### src/rtl/ldst_pkg.sv
// Shared types and widths for the load/store unit and its stack-pointer register.
package ldst_pkg;

  localparam int DATA_W = 8;
  localparam int ADDR_W = 8;

  typedef enum logic [2:0] {
    OP_NOP   = 3'd0,
    OP_LOAD  = 3'd1,
    OP_STORE = 3'd2,
    OP_PUSH  = 3'd3,
    OP_POP   = 3'd4
  } op_e;

  typedef enum logic [1:0] {
    ST_IDLE,
    ST_ACCESS,
    ST_DONE
  } state_e;

endpackage

### src/rtl/ldst_unit_sp.sv
// Hardware stack pointer (next free slot); updates on the edge that ends a PUSH/POP access.
// LDST_STACK_CHECK_EN adds full/empty detection; without it the pointer wraps modulo 256.
module ldst_sp
  import ldst_pkg::*;
#(
  parameter logic [ADDR_W-1:0] SP_RESET = 8'hFF
`ifdef LDST_STACK_CHECK_EN
  , parameter logic [ADDR_W-1:0] STACK_LIMIT = 8'hC0
`endif
) (
  input  logic              clk,
  input  logic              rst_n,
  input  logic              push,
  input  logic              pop,
  output logic [ADDR_W-1:0] sp,
  output logic              full,
  output logic              empty
);

  always_ff @(posedge clk or negedge rst_n) begin
    if (!rst_n) begin
      sp <= SP_RESET;
    end else if (push) begin
      sp <= sp - 8'd1;
    end else if (pop) begin
      sp <= sp + 8'd1;
    end
  end

`ifdef LDST_STACK_CHECK_EN
  assign full  = (sp == STACK_LIMIT - 8'd1);
  assign empty = (sp == SP_RESET);
`else
  assign full  = 1'b0;
  assign empty = 1'b0;
`endif

endmodule

### src/rtl/ldst_unit.sv
// Load/store/stack stage: one request at a time, latency 1 (NOP/error) or 2 (memory op); response held until resp_ready.
// Memory outputs decode from registered state only. LDST_STACK_CHECK_EN enables stack overflow/underflow errors.
module ldst_unit
  import ldst_pkg::*;
#(
  parameter logic [ADDR_W-1:0] SP_RESET = 8'hFF
`ifdef LDST_STACK_CHECK_EN
  , parameter logic [ADDR_W-1:0] STACK_LIMIT = 8'hC0
`endif
) (
  input  logic              clk,
  input  logic              rst_n,
  input  logic              req_valid,
  output logic              req_ready,
  input  logic [2:0]        req_op,
  input  logic [ADDR_W-1:0] req_addr,
  input  logic [DATA_W-1:0] req_wdata,
  output logic              resp_valid,
  input  logic              resp_ready,
  output logic [DATA_W-1:0] resp_rdata,
  output logic              resp_err,
  output logic [ADDR_W-1:0] sp_out,
  output logic [ADDR_W-1:0] mem_addr,
  output logic              mem_wr_en,
  output logic [DATA_W-1:0] mem_dat_in,
  input  logic [DATA_W-1:0] mem_dat_out
);

  state_e            state_q, state_d;
  logic [2:0]        op_q;
  logic [ADDR_W-1:0] addr_q;
  logic [DATA_W-1:0] wdata_q;
  logic [DATA_W-1:0] rdata_q;
  logic              err_q;
  logic              accept, req_err;
  logic              sp_push, sp_pop, sp_full, sp_empty;
  logic [ADDR_W-1:0] sp;

  ldst_sp #(
    .SP_RESET   (SP_RESET)
`ifdef LDST_STACK_CHECK_EN
    , .STACK_LIMIT(STACK_LIMIT)
`endif
  ) u_sp (
    .clk   (clk),
    .rst_n (rst_n),
    .push  (sp_push),
    .pop   (sp_pop),
    .sp    (sp),
    .full  (sp_full),
    .empty (sp_empty)
  );

  always_comb begin
    state_d    = state_q;
    req_ready  = 1'b0;
    resp_valid = 1'b0;
    mem_wr_en  = 1'b0;
    mem_addr   = '0;
    mem_dat_in = '0;
    sp_push    = 1'b0;
    sp_pop     = 1'b0;
    accept     = 1'b0;
    req_err    = (req_op > OP_POP)
              || (req_op == OP_PUSH && sp_full)
              || (req_op == OP_POP  && sp_empty);
    case (state_q)
      ST_IDLE: begin
        req_ready = 1'b1;
        if (req_valid) begin
          accept  = 1'b1;
          state_d = (req_err || req_op == OP_NOP) ? ST_DONE : ST_ACCESS;
        end
      end
      ST_ACCESS: begin
        mem_dat_in = wdata_q;
        case (op_q)
          OP_LOAD:  mem_addr = addr_q;
          OP_STORE: begin
            mem_addr  = addr_q;
            mem_wr_en = 1'b1;
          end
          OP_PUSH: begin
            mem_addr  = sp;
            mem_wr_en = 1'b1;
            sp_push   = 1'b1;
          end
          OP_POP: begin
            mem_addr = sp + 8'd1;
            sp_pop   = 1'b1;
          end
          default: ;
        endcase
        state_d = ST_DONE;
      end
      ST_DONE: begin
        resp_valid = 1'b1;
        if (resp_ready) state_d = ST_IDLE;
      end
      default: state_d = ST_IDLE;
    endcase
  end

  always_ff @(posedge clk or negedge rst_n) begin
    if (!rst_n) begin
      state_q <= ST_IDLE;
    end else begin
      state_q <= state_d;
    end
  end

  // rdata is cleared on accept so NOP, STORE, PUSH and rejected ops return zero.
  always_ff @(posedge clk or negedge rst_n) begin
    if (!rst_n) begin
      op_q    <= '0;
      addr_q  <= '0;
      wdata_q <= '0;
      rdata_q <= '0;
      err_q   <= 1'b0;
    end else if (accept) begin
      op_q    <= req_op;
      addr_q  <= req_addr;
      wdata_q <= req_wdata;
      rdata_q <= '0;
      err_q   <= req_err;
    end else if (state_q == ST_ACCESS && (op_q == OP_LOAD || op_q == OP_POP)) begin
      rdata_q <= mem_dat_out;
    end
  end

  assign resp_rdata = rdata_q;
  assign resp_err   = err_q;
  assign sp_out     = sp;

endmodule

### config.mk
export PLATFORM = sky130hd
export DESIGN_NAME = ldst_unit
export DESIGN_NICKNAME = d
export VERILOG_FILES = /design/src/rtl/ldst_pkg.sv /design/src/rtl/ldst_unit_sp.sv /design/src/rtl/ldst_unit.sv
export SDC_FILE = /design/constraint.sdc
export NUM_CORES = 1
export LEC_CHECK = 0
export CORE_ASPECT_RATIO = 0.7
export CORE_MARGIN = 1
export CORE_UTILIZATION = 45
export DETAILED_ROUTE_END_ITERATION = 8
export GPL_TIMING_DRIVEN = 0
export HOLD_SLACK_MARGIN = 0.02
export PLACE_DENSITY_LB_ADDON = 0.08
export SYNTH_ARGS = -nofsm -noshare
export SYNTH_HDL_FRONTEND = slang
export SYNTH_SLANG_ARGS = --single-unit
export TNS_END_PERCENT = 1
### constraint.sdc
create_clock -name clk -period 2.3 [get_ports clk]
set_clock_uncertainty 0.1 [all_clocks]
set_input_delay 0.345 -clock clk [delete_from_list [all_inputs] [get_ports clk]]
set_output_delay 0.345 -clock clk [all_outputs]
set_load 0.02 [all_outputs]
Word level (Yosys, flattened, before mapping) --
Index checks and enable logic that the tools add are counted.
Cells by class: add/sub/neg operators 2, magnitude comparators 1, equal/unequal tests 8, muxes and demuxes 21, reductions and logical operators 10
Operators by type and width (count):
- $mux W8 | 6
- $pmux W8 S3 | 1
- $mux W1 | 10
- $add A8 B1 Y8 const B | 1
- $sub A8 B1 Y8 const B | 1
- $eq A3 B2 Y1 const B | 2
- $mux W2 | 3
- $pmux W2 S3 | 1
- $ne A2 B2 Y1 const B | 2
- $reduce_bool A2 Y1 | 2
- $reduce_or A2 Y1 | 2
- $eq A3 B1 Y1 const B | 1
- $eq A3 B3 Y1 const B | 1
- $gt A3 B3 Y1 const B | 1
- $logic_not A3 Y1 | 1
- $eq A2 B1 Y1 const B | 1
- $eq A2 B2 Y1 const B | 1
- $logic_not A2 Y1 | 1
- $logic_or A1 B1 Y1 | 2
- $reduce_and A2 Y1 | 1
- $logic_and A1 B1 Y1 | 1
Storage, ports and cells: register bits 38, input bits 31, output and inout port bits 36, word-level logic and storage cells 49

Depth between registers and ports, before layout --
Gate-level depths: netlist of the first run.
depth after elaboration 5, gate-level depth with buffers 6, gate-level depth less buffers 6

Cells and area by module --
From an unflattened synthesis of the first run, not the netlist that was laid out.
Second synthesis, totals: cell total of the unflattened synthesis 217, area total of the unflattened synthesis 2366.0 µm²
Modules (own cells, without submodules):
- ldst_unit | times used 1, cells each 157, area each 1776.7 µm², seq. area each 750.7 µm²
- ldst_sp | times used 1, cells each 60, area each 589.3 µm², seq. area each 210.2 µm²

Worst setup path after synthesis of the first run --
OpenSTA, ideal clock, no wires.
path type flip-flop to output port, start reg u_sp.sp[1], end out mem_addr[6], data arrival time 1.856 ns, required time 1.855 ns, setup slack -0.001 ns, cell stages (with the launch flop) 6, buffers on the path 0, cells stage by stage dfstp_2 -> ha_1 -> and3_2 -> nand3_1 -> or3_1 -> a31oi_1
On the way: longest elaborated chain between the ends 3
RTL lines:
- from (decl) | RTL line ldst_unit_sp.sv:15 | output logic [ADDR_W-1:0] sp,
- from (signal assigned) | RTL line ldst_unit_sp.sv:24 | sp <= sp - 8'd1;
- from (signal assigned) | RTL line ldst_unit_sp.sv:26 | sp <= sp + 8'd1;
- $add A8 B1 Y8 | RTL line ldst_unit.sv:89 | mem_addr = sp + 8'd1;
- $pmux W8 S3 | RTL line ldst_unit.sv:77 | case (op_q)
- $mux W8 | RTL line ldst_unit.sv:67 | case (state_q)
- to (decl) | RTL line ldst_unit.sv:23 | output logic [ADDR_W-1:0] mem_addr,
Every way passes these cells.

Final worst setup path of the first run --
Ends and elaborated chain as after synthesis.

==> results of run 1 <==
## critical path, stage by stage (launching register included)
cell and delay (ps):
sky130_fd_sc_hd__dfstp_2 570, sky130_fd_sc_hd__ha_4 140, sky130_fd_sc_hd__and3_4 200, sky130_fd_sc_hd__nand3_2 80, sky130_fd_sc_hd__or3_1 330, sky130_fd_sc_hd__a31oi_2 150
sky130_fd_sc_hd__buf_4 170
## Yosys cell counts, types with 3 or more instances
cell	n	share of area, %
sky130_fd_sc_hd__nand3_1	6	1.4
sky130_fd_sc_hd__dfrtp_1	30	34
sky130_fd_sc_hd__nor2_1	19	3.3
sky130_fd_sc_hd__buf_2	5	1.1
sky130_fd_sc_hd__clkbuf_1	3	0.51
sky130_fd_sc_hd__ha_1	3	1.7
sky130_fd_sc_hd__nand2_1	4	0.68
sky130_fd_sc_hd__or3_1	4	1.1
sky130_fd_sc_hd__dfstp_2	8	9.6
sky130_fd_sc_hd__xnor2_1	6	2.4
sky130_fd_sc_hd__and2_1	10	2.9
sky130_fd_sc_hd__mux2_2	28	14
sky130_fd_sc_hd__a31oi_1	4	1.1
sky130_fd_sc_hd__or2_2	3	0.86
sky130_fd_sc_hd__a2bb2oi_1	4	1.6
sky130_fd_sc_hd__xor2_1	5	2.0
sky130_fd_sc_hd__mux2i_1	9	4.1
sky130_fd_sc_hd__nand4_1	3	0.86
sky130_fd_sc_hd__a22oi_1	9	3.1
sky130_fd_sc_hd__nor2b_1	3	0.86
sky130_fd_sc_hd__inv_1	3	0.51
## state kept, by name, indices dropped and copies added (netlist names)
signal,count
u_sp.sp,8
resp_err,1
wdata_q,8
resp_rdata,8
addr_q,8
op_q,3
state_q,2
## stage by stage
step	TNS (ps)	utilization, %	hold slack, ps	cells
after global placement	-4690	65.0	381	321
after CTS	-125	69.9	76.8	337
after floorplan	0	-	-50.6	200
after detailed placement	-2520	64.9	388	321
after global routing	-314	69.8	113	337
final	-76.8	69.8	45.6	337
## what timing repair did
item | in CTS | in global routing
resized for setup | 53 | 14
pin swaps | 7 | 1
setup buffers | 10 | 0
setup endpoints to repair | 16 | 9
## layout make-up
class                           instances  area [µm²]
Buffer                                 12        90.1
Clock buffer                            5        68.8
Clock inverter                          3        40.0
Fill cell                             367        1360
Inverter                                3        11.3
Multi-Input combinational cell        145        1220
Sequential cell                        38         962
Tap cell                               55        68.8
Timing Repair Buffer                   76         688
## logic make-up after synthesis
family,synth area share (%)
and+or+nand+nor,16.8
xor gates and xnor gates,4.39
buffers and inverters,4.34
muxes,18.5
DFF,43.8
AOI/OAI and AO/OA,10.4
adders and majority gates,1.71
## worst max path at each step
| stage | from | end | slack [ps] | depth (start not counted) |
|---|---|---|---|---|
| 6_report | u_sp.sp[1] | mem_addr[6] | -70 | 6 |
| 5_1_grt | u_sp.sp[1] | mem_addr[6] | -150 | 6 |
| 4_1_cts | u_sp.sp[1] | mem_addr[6] | -70 | 6 |
| 3_5_place_dp | u_sp.sp[1] | mem_addr[6] | -460 | 6 |
| 3_3_place_gp | u_sp.sp[1] | mem_addr[6] | -460 | 6 |
| 2_1_floorplan | u_sp.sp[3] | mem_addr[5] | 60 | 5 |
## metal layers
layer / track usage (%) / part of all wire [%] / vias to the layer above
li1: - / - / 888
met1: 30.5 / 49 / 907
met2: 37.9 / 45 / 62
met3: 6.94 / 5.9 / 6
met4: 5.48 / 0.57 / 0
met5: 0 / 0 / -
## power by group through the flow
stage	Clock, W	Combinational (W)	Sequential, W
finish	0.000564	0.00202	0.00123
global route	0.000608	0.00217	0.00128
CTS	0.000568	0.00197	0.00123
detailed placement	0	0.00181	0.00123
global placement	0	0.00178	0.00122
floorplan	0	0.00117	0.00128
==> results, run 1 <==
- The die covers 5160 µm².
- The ratio of final minimum period to clock period is 103%.
- Synthesis produced a netlist whose cell count is 200.
- The run finished, with violations left.
- The final weighted congestion of routability-driven global placement is a little over 0.8.
- The total count of hold-check failures in the final report is 0.
- The clock network latency to the later pin of the worst-skew pair is ~300 ps.
- The height of the die is between 60 and 70 µm.
- The CTS tree is done.
- The kind of launch point of the worst setup path is a flop.
- The final design instance area without fill is 3150 µm².
- The first global-routing pass estimated 8960 µm of wire.
- Counting the buffers created by CTS gives 5.
- The leakage power total is 1.40 nW.
- The port buffer count is 66.
- The share of flip-flops with an asynchronous set or reset after synthesis is 100%.
- The areal power density over the cells is ~1200 nW/µm².
- In the final design database the tool counted 315 nets.
- The category of the critical setup timing path is reg -> out.
- The endpoint class of the critical path is a primary output.
- From left edge to right edge, the die measures 85.4 µm.
- The CTS root buffer is sky130_fd_sc_hd__clkbuf_8.
- The maximum vdd drop is just over 0.5 mV.
- The initial utilization of the core area, before any placement, comes to 48.7%.
- The growth of design area from synthesis to finish is 43.5%.
- The number of distinct library cells after synthesis is 43.
- The number of buffers inserted by hold repair at cts is 0.
- The tightest min-delay check is of the in -> async type.
- The number of antenna violations at the first check in global routing is 0.
- The maximum buffer depth of the clock tree is 2.
- The number of antenna-violating nets in the routed design is 0.
- The clock-pin slew reported for the worst setup and hold paths after clock tree synthesis is 80 ps.
- Measured in cells, the most critical reg-to-reg path has a length of 6.
- The register bit total from synthesis is 38.
- Among all flip-flop cells after synthesis, the most frequent one is sky130_fd_sc_hd__dfrtp_1.
- The top cell types in the final layout, fill and taps aside, are sky130_fd_sc_hd__clkdlybuf4s50_1 (48), sky130_fd_sc_hd__dfrtp_1 (29), sky130_fd_sc_hd__mux2_2 (28), sky130_fd_sc_hd__nor2_1 (18), sky130_fd_sc_hd__buf_4 (14).
- The number of slew-limit violations in the final report is 0.
- The launching point of the worst reg2reg path is u_sp.sp[0].
- The total number of placement rows is 20.
- The total internal power is 0.00239 W.
- The area of the core is around 4500 µm².
- In this run the number of H-tree levels came out at 2.
- The final worst slack is -73.7 ps.
- Sequential cells were found to cover 43.8% of the synthesized design area.
- The proportion of power drawn by the clock network is 14.8%.
- The length of the first detailed-routing pass in iterations is 4.
- Setup slack on the worst reg-to-reg path comes out at approximately 180 ps.
- The number of antenna diodes in the final layout is 0.
- The detailed router placed between 1500 and 2000 vias in this run.
- The aggregate global routing overflow is 0.
- In this run the worst path has a maximum fanout of 3.
- Leaving out fill and tap cells, the most frequent cell in the layout is sky130_fd_sc_hd__clkdlybuf4s50_1.
- The overall routing resource usage is 23.0%.
- The total length of routed wires is around 5500 µm.
- Entering global routing, the biggest net connects 39 pins.
- The number of remaining DRC errors is 0.
- Based on the critical path, the design can be clocked at up to 421 MHz.
- Before CTS, the worst setup slack after placement is -462 ps.
- The endpoint identified for the worst register-to-register timing path is u_sp.sp[7].
- For this design the total switching power over the nets is 0.00142 W.
- The detailed router finished its first iteration with 104 violations.
- In the final layout, the share of cells above drive strength 1 is 33.3%.
- The placed instance area is 2920 µm².
- The sequential power share is about a third.
- For this run, the number of Yosys warnings is 0.
- Combinational logic burns 52.9% of the power.
- The transition at the pin with the smallest max-transition slack is approximately 830 ps.
- The number of synthesized flops with an enable pin is 0.
- The mean routed wirelength per cell is 16.2 µm.
- The critical path data arrival time is around 1900 ps.
- The post-synthesis average cell area is approximately 11 µm².
- The post-route total power is 0.00382 W.
- The post-synthesis instance area is 2190 µm².
- The number of nets in the synthesized netlist is 234.
- The final reports fail on negative setup slack.
- The number of max-capacitance violations reported is 0.
- The switching fraction of total power is 37.3%.
- The shortest clock period the worst path allows after layout is around 2400 ps.
- After detailed routing, the number of vias per cell comes to 5.53.
- For this design, the sink count on the clock tree is 38.
- Headroom to the max-slew limit came out at 44.6%.
- Setup repair after global routing could not meet its margin everywhere.
- At the worst endpoint, the required time is 1860 ps.
- The number of primary I/O pins is 67.
- The number of global-route vias before repair is 1815.
- Setup violations remaining at the end of the flow were counted as 2.
- Once detailed placement completed, the half-perimeter wirelength came to around 3700 µm.
(Power assumes the default switching activity.)
==> inputs of run 2 (changes only) <==
--- a/config.mk
+++ b/config.mk
@@ -6,7 +6,6 @@
 export NUM_CORES = 1
 export LEC_CHECK = 0
 export CORE_ASPECT_RATIO = 0.7
-export CORE_MARGIN = 1
 export CORE_UTILIZATION = 45
 export DETAILED_ROUTE_END_ITERATION = 8
 export GPL_TIMING_DRIVEN = 0
@@ -15,4 +14,3 @@
 export SYNTH_ARGS = -nofsm -noshare
 export SYNTH_HDL_FRONTEND = slang
 export SYNTH_SLANG_ARGS = --single-unit
-export TNS_END_PERCENT = 1
==> results, run 2 (same netlist as run 1, synthesis figures left out) <==
- The number of vias per cell after detailed routing is 5.54 (+0.25%).
- The via total after detailed routing is 1923 (+3.2%).
- The placed instance area is 2920 µm² (unchanged).
- The largest net degree at the start of global routing is 39 (unchanged).
- The sequential power share is 30.9% (-1.4 points).
- The maximum vdd drop is 0.500 mV (-1.1%).
- Setup repair after global routing could not meet its margin everywhere.
- The total count of hold-check failures in the final report is 0 (unchanged).
- The setup-violating endpoint count in the final report came to 2 (unchanged).
- The final weighted congestion of routability-driven global placement is 0.832 (unchanged).
- The area of the core is 4500 µm² (unchanged).
- The overall routing resource usage is 23.6% (+0.64 points).
- The number of remaining DRC errors came to 0 (unchanged).
- The HPWL after detailed placement came to 3670 µm (unchanged).
- The CTS tree is done.
- The critical-path maximum fanout is 3 (unchanged).
- The leakage power total came to 1.45 nW (+3.9%).
- The number of primary I/O pins was 67 (unchanged).
- The number of placed cells counting well taps is 321 (unchanged).
- The clock-pin slew reported for the worst setup and hold paths after clock tree synthesis is 80 ps (about the same).
- The non-filler instance count after layout is 347 (+3.0%).
- The worst relative slew slack is 42.6% (-2.0 points).
- The number of max-capacitance violations reported is 0 (unchanged).
- The final reports fail on negative setup slack.
- In the layout the commonest cells are sky130_fd_sc_hd__clkdlybuf4s50_1 (48), sky130_fd_sc_hd__dfrtp_1 (29), sky130_fd_sc_hd__mux2_2 (28), sky130_fd_sc_hd__buf_4 (24), sky130_fd_sc_hd__nor2_1 (18).
- The final worst slack was -54.0 ps (+19.6 ps).
- The highest clock rate is 425 MHz (+0.83%).
- The net switching power is 0.00147 W (+3.2%).
- The H-tree level count is 2 (unchanged).
- The worst slack on hold paths is 55.9 ps (+10.3 ps).
- For this design, the slowest cell found on the critical path is sky130_fd_sc_hd__dfstp_2.
- The critical path goes through ha_4 > and3_4 > nand3_2 > or3_4 > a31oi_4 > buf_6.
- The shortest clock period the worst path allows after layout is 2350 ps (-19.6 ps).
- The total length of routed wires is 5710 µm (+4.5%).
- The mean routed wirelength per cell is 16.5 µm (+1.5%).
- The height of the die is 60.4 µm (unchanged).
- The number of slew-limit violations in the final report was 0 (unchanged).
- The areal power density over the cells was 1220 nW/µm² (+0.90%).
- The number of sinks driven by the clock tree is 38 (unchanged).
- The fraction of layout cells with a size suffix above 1 is 36.0% (+2.6 points).
- The clock network latency to the later pin of the worst-skew pair is 300 ps (about the same).
- The total number of placement rows came to 20 (unchanged).
- The ratio of final minimum period to clock period is 102% (-0.85 points).
- The number of antenna violations at the first check in global routing came to 0 (unchanged).
- The transition at the pin with the smallest max-transition slack was 861 ps (+30.2 ps).
- The post-route total power is 0.00396 W (+3.8%).
- The buffer and inverter count on the worst path is 1 (unchanged).
- The growth of design area from synthesis to finish is 47.7%.
- The proportion of power drawn by the clock network is 14.3% (-0.5 points).
- The length of the first detailed-routing pass in iterations was 4 (unchanged).
- The final design instance area without fill was 3240 µm² (+2.9%).
- Leaving out fill and tap cells, the most frequent cell in the layout is sky130_fd_sc_hd__clkdlybuf4s50_1.
- The number of buffers inserted during clock tree synthesis is 5 (unchanged).
- CTS placed an instance of sky130_fd_sc_hd__clkbuf_8 at the clock tree root.
- Among cell families on the critical path, the largest total delay comes from simple AND/OR/NAND/NOR gates.
- STA classifies the critical path startpoint as a flop.
- The global-route wire length before repair came to 9210 µm (+2.8%).
- The die area was 5160 µm² (unchanged).
- STA classifies the critical path endpoint as a primary output.
- The number of antenna-violating nets in the routed design is 0 (unchanged).
- The number of global-route vias before repair came to 1886 (+3.9%).
- The die boundary width is 85.4 µm (unchanged).
- The critical path data arrival time came to 1910 ps (-20 ps).
- The initial standard-cell utilization of the core is 48.7% (unchanged).
- The number of nets in the layout is 325 (+3.2%).
- The proportion of power drawn by combinational gates is 54.8% (+1.9 points).
- The number of diodes added for antenna fixing is 0 (unchanged).
- The run finished, with violations left.
- The total internal power was 0.00249 W (+4.2%).
- The first-iteration detailed-routing DRC count came to 141 (+36%).
- The required time reported for the critical path endpoint is 1860 ps (about the same).
- The switching fraction of total power is 37.1% (-0.21 points).
- The delay of the slowest critical-path stage is 570 ps (about the same).
- The maximum buffer depth of the clock tree is 2 (unchanged).
- The critical path in this run is classified as reg -> out.
- The aggregate global routing overflow is 0 (unchanged).
- The path class of the tightest hold or removal check is in -> async.
- The port buffer count came to 66 (unchanged).
run 2: cell count changes in the layout (fill, tap and decap cells not counted), sizes merged:
cell	before	now
clkbuf	11	9
buf	25	37
run 2: final cells by class:
class	count	area, µm²
flip-flops and latches	38	962
fillers	349	1270
repair buffers	88	782
clock inverters	3	40.0
inverters	3	11.3
plain buffers	10	73.8
multi-input cells	145	1230
clock buffers	5	68.8
well taps	55	68.8
run 2: final timing paths:
| path | start | to | slack [ps] | depth (start not counted) |
|---|---|---|---|---|
| setup reg to reg | u_sp.sp[2] | u_sp.sp[7] | 160 | 7 |
| hold reg to reg | wdata_q[7] | wdata_q[7] | 400 | 1 |
| hold / removal | rst_n | resp_rdata[4] | 60 | 1 |
| min in group clk | wdata_q[7] | wdata_q[7] | 400 | 1 |
| max in group asynchronous | rst_n | op_q[1] | 1440 | 1 |
| setup / recovery | u_sp.sp[0] | mem_addr[6] | -50 | 6 |
run 2: power by group through the flow:
stage	clock, W	sequential [W]	combinational [W]
after detailed placement	0	0.00123	0.00181
after floorplan	0	0.00128	0.00117
after global placement	0	0.00122	0.00178
after global routing	0.000609	0.00127	0.00233
after CTS	0.000568	0.00122	0.00205
final	0.000566	0.00123	0.00217
run 2: stage by stage:
stage | setup TNS [ps] | util [%] | setup slack [ps]
floorplan | 0 | - | 57.9
global placement | -4690 | 65.0 | -459
detailed placement | -2520 | 64.9 | -462
CTS | -81.5 | 70.9 | -81.5
global route | -313 | 71.9 | -119
finish | -88.7 | 71.9 | -54.0
run 2: layer usage:
metal	wire, µm	vias to the layer above	global-route usage (%)
met5	0	-	0
met4	62	0	6.19
met3	347	13	6.67
met2	2590	73	38.7
met1	2710	933	31.6
li1	-	904	-
run 2: timing repair:
item,in CTS,in global routing
pin swaps,7,5
buffers inserted,17,5
endpoints found under the setup margin,16,9
hold buffers,0,0
resized for setup,53,18
==> inputs of run 3 (changes only) <==
--- a/config.mk
+++ b/config.mk
@@ -7,10 +7,11 @@
 export LEC_CHECK = 0
 export CORE_ASPECT_RATIO = 0.7
 export CORE_UTILIZATION = 45
+export CTS_BUF_LIST = sky130_fd_sc_hd__clkbuf_16
 export DETAILED_ROUTE_END_ITERATION = 8
-export GPL_TIMING_DRIVEN = 0
 export HOLD_SLACK_MARGIN = 0.02
 export PLACE_DENSITY_LB_ADDON = 0.08
+export REMOVE_ABC_BUFFERS = 1
 export SYNTH_ARGS = -nofsm -noshare
 export SYNTH_HDL_FRONTEND = slang
 export SYNTH_SLANG_ARGS = --single-unit
==> results, run 3 (same netlist as run 1, synthesis figures left out) <==
- The total count of hold-check failures in the final report came to 0 (unchanged).
- The worst setup path is captured at a primary output.
- Leaving out fill and tap cells, the most frequent cells in the layout are sky130_fd_sc_hd__clkdlybuf4s50_1 (49), sky130_fd_sc_hd__buf_4 (34), sky130_fd_sc_hd__dfrtp_1 (29), sky130_fd_sc_hd__mux2_2 (28), sky130_fd_sc_hd__nor2_1 (18).
- The mean routed wirelength per cell was 15.7 µm (-4.9%).
- The required time reported for the critical path endpoint is 1860 ps (about the same).
- The number of nets in the layout is 328 (+0.92%).
- The total number of placement rows is 20 (unchanged).
- The clock-pin slew reported for the worst setup and hold paths after clock tree synthesis was 60 ps (-20 ps).
- The final weighted congestion of routability-driven global placement is 0.859 (+3.3%).
- The placed instance area is 3100 µm² (+6.0%).
- Setup repair after global routing could not meet its margin everywhere.
- The total length of routed met3 wires is 325 µm (-6.3%).
- The number of remaining DRC errors is 0 (unchanged).
- The HPWL after detailed placement was 3900 µm (+6.1%).
- The number of sinks driven by the clock tree came to 38 (unchanged).
- The number of antenna-violating nets in the routed design was 0 (unchanged).
- The number of antenna violations at the first check in global routing is 0 (unchanged).
- The critical path data arrival time is 1850 ps (-60 ps).
- The number of buffers inserted during clock tree synthesis is 5 (unchanged).
- The die boundary width is 85.4 µm (unchanged).
- The H-tree level count is 2 (unchanged).
- The critical path goes through ha_4 > and3_4 > nand3_2 > or3_1 > a31oi_1 > buf_4.
- The port buffer count is 66 (unchanged).
- The overall routing resource usage is 23.2% (-0.40 points).
- The ratio of final minimum period to clock period was 99.6% (-2.7 points).
- The fraction of layout cells with a size suffix above 1 is 35.3% (-0.70 points).
- The non-filler instance count after layout is 350 (+0.86%).
- The worst setup path is launched from a flop.
- The highest clock rate is 437 MHz (+2.8%).
- The growth of design area from synthesis to finish is 52.1%.
- The final design instance area without fill is 3330 µm² (+3.0%).
- The number of global-route vias before repair is 1777 (-5.8%).
- The top cell family by delay on the critical path is simple AND/OR/NAND/NOR gates.
- The library cell used most frequently in the layout, excluding fill and tap cells, is sky130_fd_sc_hd__clkdlybuf4s50_1.
- The leakage power total is 1.58 nW (+9.1%).
- The setup-violating endpoint count in the final report is 0 (-2).
- The areal power density over the cells is 1230 nW/µm² (+0.73%).
- The initial standard-cell utilization of the core is 48.7% (unchanged).
- The number of diodes added for antenna fixing was 0 (unchanged).
- The largest net degree at the start of global routing is 39 (unchanged).
- The min-delay analysis places its worst path in the category in -> async.
- The buffer and inverter count on the worst path was 1 (unchanged).
- The top layer used by detailed routing is met4.
- The CTS root buffer is sky130_fd_sc_hd__clkbuf_16.
- The global-route wire length before repair is 8970 µm (-2.6%).
- The critical-path maximum fanout was 2 (-1).
- The number of vias per cell after detailed routing is 5.41 (-2.3%).
- The worst setup path is of the reg -> out kind.
- The transition at the pin with the smallest max-transition slack is 838 ps (-23.4 ps).
- The via total after detailed routing is 1895 (-1.5%).
- The maximum vdd drop is 0.678 mV (+35%).
- The number of placed cells counting well taps is 339 (+5.6%).
- The number of max-capacitance violations reported is 0 (unchanged).
- TritonCTS built the clock tree.
- The first-iteration detailed-routing DRC count was 98 (-30%).
- The number of buffers inserted by hold repair at cts is 0 (unchanged).
- The run finished with clean final reports.
- The area of the core is 4500 µm² (unchanged).
- The length of the first detailed-routing pass in iterations was 4 (unchanged).
- The routed length on met2 is 2340 µm (-9.3%).
- The height of the die is 60.4 µm (unchanged).
- The wire length the detailed router placed on met1 is 2760 µm (+1.8%).
- The maximum buffer depth of the clock tree is 2 (unchanged).
- The total length of routed wires is 5480 µm (-4.0%).
- The die area is 5160 µm² (unchanged).
- The clock network latency to the later pin of the worst-skew pair was 280 ps (-20 ps).
- The worst relative slew slack is 44.2% (+1.6 points).
- The shortest clock period the worst path allows after layout was 2290 ps (-63.1 ps).
- The aggregate global routing overflow came to 0 (unchanged).
- The number of slew-limit violations in the final report is 0 (unchanged).
- The number of primary I/O pins is 67 (unchanged).
- The delay of the slowest critical-path stage is 560 ps (about the same).
- The slowest stage of the critical path belongs to the cell sky130_fd_sc_hd__dfstp_2.
## run 3: changes by cell type in the layout (fill, tap and decap cells not counted), moves of 2 or more
cell                             delta
sky130_fd_sc_hd__clkbuf_16          +5
sky130_fd_sc_hd__buf_4             +10
sky130_fd_sc_hd__clkbuf_8           -5
sky130_fd_sc_hd__dlymetal6s2s_1     +7
sky130_fd_sc_hd__buf_2              -6
sky130_fd_sc_hd__dlygate4sd2_1      -8
sky130_fd_sc_hd__buf_12             +2
sky130_fd_sc_hd__clkinv_2           -2
sky130_fd_sc_hd__nor2b_1            -2
sky130_fd_sc_hd__clkbuf_4           -2
## run 3: metrics by stage
step	utilization, %	setup WS (ps)	hold WS, ps	power [W]	setup TNS, ps
final	74.0	9.07	65.6	0.00411	0
after detailed placement	68.8	-237	387	0.00325	-990
after CTS	72.8	-9.53	90.2	0.00407	-13.9
after global routing	74.0	-74.0	133	0.00436	-89.1
after global placement	68.8	-192	381	0.00322	-734
after floorplan	-	-3.98	-50.6	0.00234	-3.98
## run 3: path summary, 6_finish.rpt
| kind | start | end | slack (ps) | cells past startpoint |
|---|---|---|---|---|
| worst max register to register | state_q[1] | resp_rdata[7] | 390 | 5 |
| worst max-delay path | u_sp.sp[0] | mem_addr[6] | 9 | 6 |
| min in group clk | wdata_q[6] | wdata_q[6] | 400 | 1 |
| worst min register to register | wdata_q[6] | wdata_q[6] | 400 | 1 |
| worst min-delay path | rst_n | resp_rdata[1] | 70 | 1 |
| max in group asynchronous | rst_n | op_q[1] | 1460 | 1 |
## run 3: timing repair
| action | CTS | global route |
|---|---|---|
| setup endpoints to repair | 9 | 15 |
| gates resized for setup | 38 | 23 |
| cloned | 1 | 0 |
| pin swaps | 1 | 7 |
| setup buffers | 0 | 2 |
## run 3: metal layers
layer,vias up,global-route usage (%)
li1,912,-
met1,907,34.4
met2,69,34.2
met3,7,4.63
met4,0,8.57
met5,-,0
## run 3: power by group
group	switching, W	internal [W]
Sequential	0.000240	0.000992
Clock	0.000254	0.000503
Combinational	0.000953	0.00117
## run 3: area by class of cell
cell class | count | area (µm²)
Clock buffer | 5 | 125
Clock inverter | 3 | 37.5
Inverter | 3 | 11.3
Tap cell | 55 | 68.8
Fill cell | 329 | 1170
Multi-Input combinational cell | 145 | 1200
Timing Repair Buffer | 101 | 932
Sequential cell | 38 | 962
